==> config.mk <==
export PLATFORM = sky130hd
export DESIGN_NAME = fifo_sync_flags_flat
export DESIGN_NICKNAME = d
export VERILOG_FILES = /design/src/rtl/fifo_sync_flags_if.sv /design/src/rtl/fifo_sync_flags.sv /design/src/flat_wrapper.sv
export SDC_FILE = /design/constraint.sdc
export NUM_CORES = 1
export LEC_CHECK = 0
export ABC_AREA = 1
export CORE_MARGIN = 2
export CORE_UTILIZATION = 55
export DETAILED_ROUTE_END_ITERATION = 7
export MAX_ROUTING_LAYER = met4
export PLACE_DENSITY = 0.75
export RECOVER_POWER = 25
export SKIP_LAST_GASP = 1
export SLEW_MARGIN = 0
export SYNTH_ARGS = -nofsm -noshare
export SYNTH_HDL_FRONTEND = slang
export SYNTH_SLANG_ARGS = --single-unit
==> constraint.sdc <==
create_clock -name clk -period 3.2 [get_ports clk]
set_clock_uncertainty 0.1 [all_clocks]
set_input_delay 0.8 -clock clk [delete_from_list [all_inputs] [get_ports clk]]
set_output_delay 0.8 -clock clk [all_outputs]
set_load 0.01 [all_outputs]
==> src/rtl/fifo_sync_flags_if.sv <==
// Handshake and status bundle for fifo_sync_flags.
// The master drives push/pop/clear; the slave (the FIFO) returns data and status.
interface fifo_sync_flags_if #(
  parameter int unsigned WIDTH = 8,
  parameter int unsigned DEPTH = 16
);
  logic                       clear;
  logic                       wr_en;
  logic [WIDTH-1:0]           wr_data;
  logic                       rd_en;
  logic [WIDTH-1:0]           rd_data;
  logic                       rd_valid;
  logic                       full;
  logic                       empty;
  logic                       almost_full;
  logic                       almost_empty;
  logic [$clog2(DEPTH):0]     count;
  logic                       overflow;
  logic                       underflow;

  modport master (
    output clear, wr_en, wr_data, rd_en,
    input  rd_data, rd_valid, full, empty, almost_full, almost_empty, count,
           overflow, underflow
  );

  modport slave (
    input  clear, wr_en, wr_data, rd_en,
    output rd_data, rd_valid, full, empty, almost_full, almost_empty, count,
           overflow, underflow
  );
endinterface

==> src/rtl/fifo_sync_flags.sv <==
// Single-clock FIFO with occupancy count, almost-full/almost-empty thresholds,
// sticky overflow/underflow and a choice of registered or fall-through read port.
module fifo_sync_flags #(
  parameter int unsigned WIDTH     = 8,
  parameter int unsigned DEPTH     = 16,
  parameter int unsigned AF_THRESH = 12,
  parameter int unsigned AE_THRESH = 2,
  parameter bit          FWFT      = 1'b0
) (
  input  logic               clk,
  input  logic               rst_n,
  fifo_sync_flags_if.slave   bus
);

  localparam int unsigned ADDR_W = $clog2(DEPTH);
  localparam int unsigned CNT_W  = ADDR_W + 1;

  localparam logic [CNT_W-1:0] DEPTH_LVL = CNT_W'(DEPTH);
  localparam logic [CNT_W-1:0] AF_LVL    = CNT_W'(AF_THRESH);
  localparam logic [CNT_W-1:0] AE_LVL    = CNT_W'(AE_THRESH);

  logic [WIDTH-1:0]  mem [DEPTH];
  logic [ADDR_W-1:0] wr_ptr_q, rd_ptr_q;
  logic [CNT_W-1:0]  count_q, count_d;
  logic              overflow_q, underflow_q;
  logic              full, empty;
  logic              rd_acc, wr_acc;

  // Status flags decode straight from the registered occupancy.
  always_comb begin
    full  = (count_q == DEPTH_LVL);
    empty = (count_q == '0);
  end

  // Accept decisions on pre-edge state; a pop frees a slot for a same-cycle push.
  always_comb begin
    rd_acc  = bus.rd_en & ~empty;
    wr_acc  = bus.wr_en & (~full | rd_acc);
    count_d = count_q;
    case ({wr_acc, rd_acc})
      2'b10:   count_d = count_q + CNT_W'(1);
      2'b01:   count_d = count_q - CNT_W'(1);
      default: count_d = count_q;
    endcase
  end

  // Storage array; deliberately not reset.
  always_ff @(posedge clk) begin
    if (wr_acc && !bus.clear) begin
      mem[wr_ptr_q] <= bus.wr_data;
    end
  end

  // Pointers, occupancy and sticky error flags; clear outranks any same-cycle request.
  always_ff @(posedge clk or negedge rst_n) begin
    if (!rst_n) begin
      wr_ptr_q    <= '0;
      rd_ptr_q    <= '0;
      count_q     <= '0;
      overflow_q  <= 1'b0;
      underflow_q <= 1'b0;
    end else if (bus.clear) begin
      wr_ptr_q    <= '0;
      rd_ptr_q    <= '0;
      count_q     <= '0;
      overflow_q  <= 1'b0;
      underflow_q <= 1'b0;
    end else begin
      if (wr_acc) wr_ptr_q <= wr_ptr_q + ADDR_W'(1);
      if (rd_acc) rd_ptr_q <= rd_ptr_q + ADDR_W'(1);
      count_q <= count_d;
      if (bus.wr_en && !wr_acc) overflow_q  <= 1'b1;
      if (bus.rd_en && empty)   underflow_q <= 1'b1;
    end
  end

  if (FWFT) begin : g_fwft
    // Head word shown combinationally; masked while empty so the port never shows
    // an unwritten location.
    always_comb begin
      bus.rd_valid = ~empty;
      bus.rd_data  = empty ? '0 : mem[rd_ptr_q];
    end
  end else begin : g_reg
    logic [WIDTH-1:0] rd_data_q;
    logic             rd_valid_q;

    // Registered read: popped word appears the cycle after the request, data holds.
    always_ff @(posedge clk or negedge rst_n) begin
      if (!rst_n) begin
        rd_data_q  <= '0;
        rd_valid_q <= 1'b0;
      end else if (bus.clear) begin
        rd_valid_q <= 1'b0;
      end else begin
        rd_valid_q <= rd_acc;
        if (rd_acc) rd_data_q <= mem[rd_ptr_q];
      end
    end

    // Drive the registered read port.
    always_comb begin
      bus.rd_data  = rd_data_q;
      bus.rd_valid = rd_valid_q;
    end
  end

  // Export status.
  always_comb begin
    bus.full         = full;
    bus.empty        = empty;
    bus.almost_full  = (count_q >= AF_LVL);
    bus.almost_empty = (count_q <= AE_LVL);
    bus.count        = count_q;
    bus.overflow     = overflow_q;
    bus.underflow    = underflow_q;
  end

endmodule

==> src/flat_wrapper.sv <==
// flat-port wrapper written by rule: the top's interface ports become plain ports
module fifo_sync_flags_flat 
#(
  parameter int unsigned WIDTH     = 8,
  parameter int unsigned DEPTH     = 16,
  parameter int unsigned AF_THRESH = 12,
  parameter int unsigned AE_THRESH = 2,
  parameter bit          FWFT      = 1'b0
)
  (clk, rst_n, bus_clear, bus_wr_en, bus_wr_data, bus_rd_en, bus_rd_data, bus_rd_valid, bus_full, bus_empty, bus_almost_full, bus_almost_empty, bus_count, bus_overflow, bus_underflow);
  fifo_sync_flags_if #(.WIDTH(WIDTH), .DEPTH(DEPTH)) bus_i ();
  input  logic clk;
  input  logic rst_n;
  input wire logic [$bits(bus_i.clear)-1:0] bus_clear;
  input wire logic [$bits(bus_i.wr_en)-1:0] bus_wr_en;
  input wire logic [$bits(bus_i.wr_data)-1:0] bus_wr_data;
  input wire logic [$bits(bus_i.rd_en)-1:0] bus_rd_en;
  output wire logic [$bits(bus_i.rd_data)-1:0] bus_rd_data;
  output wire logic [$bits(bus_i.rd_valid)-1:0] bus_rd_valid;
  output wire logic [$bits(bus_i.full)-1:0] bus_full;
  output wire logic [$bits(bus_i.empty)-1:0] bus_empty;
  output wire logic [$bits(bus_i.almost_full)-1:0] bus_almost_full;
  output wire logic [$bits(bus_i.almost_empty)-1:0] bus_almost_empty;
  output wire logic [$bits(bus_i.count)-1:0] bus_count;
  output wire logic [$bits(bus_i.overflow)-1:0] bus_overflow;
  output wire logic [$bits(bus_i.underflow)-1:0] bus_underflow;
  assign bus_i.clear = bus_clear;
  assign bus_i.wr_en = bus_wr_en;
  assign bus_i.wr_data = bus_wr_data;
  assign bus_i.rd_en = bus_rd_en;
  assign bus_rd_data = bus_i.rd_data;
  assign bus_rd_valid = bus_i.rd_valid;
  assign bus_full = bus_i.full;
  assign bus_empty = bus_i.empty;
  assign bus_almost_full = bus_i.almost_full;
  assign bus_almost_empty = bus_i.almost_empty;
  assign bus_count = bus_i.count;
  assign bus_overflow = bus_i.overflow;
  assign bus_underflow = bus_i.underflow;
  fifo_sync_flags #(.WIDTH(WIDTH), .DEPTH(DEPTH), .AF_THRESH(AF_THRESH), .AE_THRESH(AE_THRESH), .FWFT(FWFT)) u_core (.clk(clk), .rst_n(rst_n), .bus(bus_i));
endmodule
-- Word level (Yosys, flattened, before mapping)
Memory sizes are Yosys's and may differ from the RTL's. A register that Yosys moved wholly into a read port is not among the register bits.
Index checks and enable logic that the tools add are counted.
- reduce and logical (&&, ||, !) cells: 13
- equal/unequal tests: 3
- add/sub/neg operators: 4
- bitwise operators: 6
- magnitude comparators: 2
- multiplexer cells: 13
- operators with widths (kind ; count):
    2-to-1 mux 4 bit ; 4
    case mux 5 bit (2 select lines) ; 1
    adder 4 x 1 -> 4 bit, second input constant ; 2
    nonzero test 2 bit ; 4
    2-to-1 mux 1 bit ; 7
    adder 5 x 1 -> 5 bit, second input constant ; 1
    == test 5 bit, second input constant ; 1
    >= comparator 5 x 4 -> 1 bit, second input constant ; 1
    less-or-equal comparator 5 x 2 -> 1 bit, second input constant ; 1
    zero test 5 bit ; 1
    2-to-1 mux 5 bit ; 1
    subtractor 5 x 1 -> 5 bit, second input constant ; 1
    logical AND 1 bit ; 3
    zero test 1 bit ; 3
    inverter 1 bit ; 3
    nonzero test 3 bit ; 1
    bitwise AND 1 bit ; 2
    == test 2 x 1 -> 1 bit, second input constant ; 1
    == test 2 bit, second input constant ; 1
    AND reduction 2 bit ; 1
    OR 1 bit ; 1
- bits in writable memories: 128
- output and inout bits: 20
- register bits after elaboration: 16
- logic and storage cells: 48
- memories: 1
- memories (memory ; words ; bits a word ; rd ports ; clocked after memory_dff ; write ports ; line ; RTL):
    u_core.mem ; 16 ; 8 ; 1 ; 1 ; 1 ; fifo_sync_flags.sv:22 ; logic [WIDTH-1:0] mem [DEPTH];

-- Depth between registers and ports, before layout
- depth in word-level cells: 9
- depth in mapped cells: 14

-- Least setup slack after synthesis
Ideal clock, no wire load.
- path kind: input to register
- start point: input bus_clear
- end point: memory u_core.mem[12][0], enable pin
- arrival: 1.876 ns
- setup slack: 0.841 ns
- setup time: 0.383 ns
- cell stages on the path: 4
- path through: buf_1 -> nor2_2 -> inv_2 -> nor3_1
- cells in the longest elaborated chain, start to end: 4
- RTL lines (item ; line ; RTL):
    start, declared ; flat_wrapper.sv:14 ; input wire logic [$bits(bus_i.clear)-1:0] bus_clear;
    zero test 1 bit ; fifo_sync_flags.sv:49 ; if (wr_acc && !bus.clear) begin
    logical AND 1 bit ; fifo_sync_flags.sv:49 ;
    2-to-1 mux 1 bit ; fifo_sync_flags.sv:49 ;
    2-to-1 mux 1 bit (not written as such) ; fifo_sync_flags.sv:50 ; mem[wr_ptr_q] <= bus.wr_data;
    end, declared ; fifo_sync_flags.sv:22 ;
Every way passes these cells.

-- Worst setup path in the final report
- start point: register u_core.count_q[3], in the netlist u_core.bus.count[3]
- end point: output bus_full
- cells in the longest elaborated chain, start to end: 1
- RTL lines (item ; line ; RTL):
    start, declared ; fifo_sync_flags.sv:24 ; logic [CNT_W-1:0] count_q, count_d;
    start signal, assigned ; fifo_sync_flags.sv:71 ; count_q <= count_d;
    == test 5 bit ; fifo_sync_flags.sv:31 ; full = (count_q == DEPTH_LVL);
    end, declared ; flat_wrapper.sv:20 ; output wire logic [$bits(bus_i.full)-1:0] bus_full;
Every way passes these cells.

==> results.yml <==
detailed_routing:
  viasPerCell: 5.376
  wl_per_cell_um: 16.85
  drt-initial-drc-count: 375
  num_vias: 4914
  ant_nets: 0
  wirelength_um: 15400
  drc: 0
  firstDrtPassIters: 5
clock_network:
  cts_num_sinks: 152
  cts_tree: "yes"
  path_clk_slew_ns: 0.06
  cts_hold_buf: 0
  clk_path_buf_depth: 2
  cts_made_buffers: 17
  root_buffer: "clkbuf_16"
  cts_setup_buffers: 0
  htree_levels: 4
  cts-resized-gates: 0
  insertion_delay_ns: 0.42
global_route:
  use_met1_pct: 30.99
  antenna_found_initial: 0
  top_usage_layer: "met2"
  met2_usage_pct: 41.92
  grt-ovfl-total: 0
  first_global_vias: 4936
  grt_use_total_pct: 25.87
  grt_pass1_wl_um: 24430
  grt_max_degree: 67
  met3_usage_pct: 5.219
outcome:
  status: "finished, final reports clean"
layout:
  fillCellCount: 926
  area_delta_synth_final_pct: 16.47
  fin_nets: 755
  fin_util_pct: 65.73
  drive_gt1_share_pct: 9.383
  multi_input_area_um2: 1858
  mostFrequentLayoutCell: "nand2_1"
  seq_area_um2: 4446
  layout_common_cells: "nand2_1 (256), edfxtp_1 (128), nand3_1 (93), inv_1 (82), clkdlybuf4s50_1 (26)"
  antenna_cells: 0
  final_area_um2: 7928
floorplan:
  die-width_um: 115.2
  rows: 40
  pin_count: 33
  start_util_pct: 56.43
  die_area_um2: 13280
  coreArea_um2: 12060
  die_y_um: 115.2
logic_synthesis:
  synth_edf_count: 128
  synth_top_area_share_pct: 56.47
  ys_seq_area_share_pct: 65.29
  synth_area_per_cell_um2: 9.922
  synth_seq_cells: 152
  synth-async-reset-ratio_pct: 15.79
  synth.distinct_cells: 30
  netlist_instances: 686
  yosys_warnings: 0
  synth_nets: 708
  yosys-top-cells-area: "edfxtp_1 (56%), nand2_1 (14%), dfrtp_1 (8.8%), nand3_1 (6.8%), inv_1 (4.5%)"
  synth_top_area_cell: "edfxtp_1"
  syn-cell-area_um2: 6807
  ys.flop_type: "edfxtp_1"
sta:
  fin_crit_ns: 2.804
  fin_tns_setup_ns: 0
  relSlewSlack_pct: 14.23
  slew_violations: 0
  rsz0062_at_grt: "false"
  setup_viol: 0
  fin_ws_ns: 0.3957
  fmax_ghz: 0.3566
  hold_violations: 0
  tightest_slew_ns: 1.287
  post-route-period-util_pct: 87.63
  hold_slack_ns: 0.3903
worst_setup_path:
  r2r_slack_ns: 0.90
  path_delay_family: "buffers and inverters"
  critPathMaxStageDelay_ns: 0.54
  required_ns: 2.30
  critPathBufInv: 2
  crit_fanout: 5
  rr_worst_depth: 14
  reg2reg_to: "u_core.bus.count[4]$_DFFE_PN0P_"
  crit_arrival_ns: 1.90
  critical_path_class: "reg2out"
  path_cells: "nor2_4 -> nand3_1 -> inv_1 -> clkdlybuf4s50_1"
  r2r-start: "u_core.bus.count[3]$_DFFE_PN0P_"
  start_kind: "flip-flop"
  cp-end-kind: "output pin"
  cpMaxStageDelayCell: "clkdlybuf4s50_1"
placement:
  numPortBuffers: 32
  hpwlAfterDp_um: 10200
  post_dp_cell_area_um2: 7356
  dp_slack_ns: 0.3005
  place.gp.congestion: 0.9395
min_path:
  min_path_cells: 2
  hold_end: "u_core.bus.rd_data[0]$_DFFE_PN0P_"
  hp-start: "u_core.bus.rd_data[0]$_DFFE_PN0P_"
  hold_class: "reg2reg"
pwr:
  ir_drop_v: 0.0003766
  leakage_nw: 3.455
  p_per_area_nw_per_um2: 737.8
job:
  drv_cap: 0
## sequential cells by signal, summed over array words and instances, names as in the netlist
| register | cells |
|---|---|
| u_core.bus.overflow | 1 |
| u_core.bus.underflow | 1 |
| u_core.mem | 128 |
| u_core.bus.count | 5 |
| u_core.bus.rd_data | 8 |
| u_core.rd_ptr_q | 4 |
| u_core.bus.rd_valid | 1 |
| u_core.wr_ptr_q | 4 |
## synthesized netlist by cell type, types with 2 or more instances
cell / number
buf_1: 2
nand3_1: 93
dfrtp_1: 24
nor2_1: 17
inv_2: 9
buf_4: 7
nor2_2: 2
nand2_1: 256
ha_1: 8
o21ai_1: 6
buf_2: 16
edfxtp_1: 128
inv_1: 82
clkinv_1: 2
nor3_1: 14
nand3_2: 2
a21oi_1: 5
## final cells by class
type | instances | area share [%]
well taps | 168 | 2.652
repair buffers | 55 | 6.124
inverters | 93 | 4.403
clock inverters | 15 | 1.941
flip-flops and latches | 152 | 56.08
multi-input cells | 414 | 23.44
clock buffers | 17 | 5.366
## power by group
group          switching (mW)  internal, mW
clock                   0.786          1.15
sequential              0.100          2.25
combinational            1.01         0.555
## stage by stage
stage,total power [mW],instances
after floorplan,3.419,686
after global placement,3.908,882
after detailed placement,3.938,882
after CTS,5.863,914
after global routing,6.146,914
final,5.849,914
## worst reg2reg max path: stages (launching register included)
cell and delay [ns]:
dfrtp_1 0.47, nor2_4 0.18, nand3_2 0.15, nand3_2 0.16
inv_1 0.10, ha_1 0.33, a21oi_1 0.22, nand2_1 0.08
nand2_1 0.06, nand2_1 0.06, nand2_1 0.07, inv_1 0.04
nor2_1 0.10, nand2_1 0.07, nand2_1 0.05
## cells by family (layout without fill, tap and decap cells)
logic type	Yosys count	in the layout	share of synthesized area [%]
compound gates	14	14	1.103
xor+xnor	2	2	0.2574
fa+ha+maj	9	9	1.765
buf+inv	120	180	7.408
flops	152	152	65.29
simple gates	389	389	24.17
## worst max path at each step
| stage | start | end | slack [ns] | depth (start not counted) |
|---|---|---|---|---|
| after floorplan | bus_clear | u_core.mem[12][0]$_DFFE_PP_ | 0.84 | 4 |
| after global placement | bus_wr_en | u_core.bus.count[4]$_DFFE_PN0P_ | 0.37 | 14 |
| after detailed placement | bus_wr_en | u_core.bus.count[4]$_DFFE_PN0P_ | 0.30 | 14 |
| after CTS | u_core.bus.count[3]$_DFFE_PN0P_ | bus_full | 0.39 | 4 |
| after global routing | u_core.bus.count[3]$_DFFE_PN0P_ | bus_full | 0.29 | 4 |
| final | u_core.bus.count[3]$_DFFE_PN0P_ | bus_full | 0.40 | 4 |
## per-layer routing
metal | vias to the layer above | wire, um
met5 | - | 0
met4 | 0 | 456
met3 | 37 | 938
met2 | 215 | 7892
met1 | 2339 | 6116
li1 | 2323 | -
Note: power is estimated with default switching activity, not from simulation.
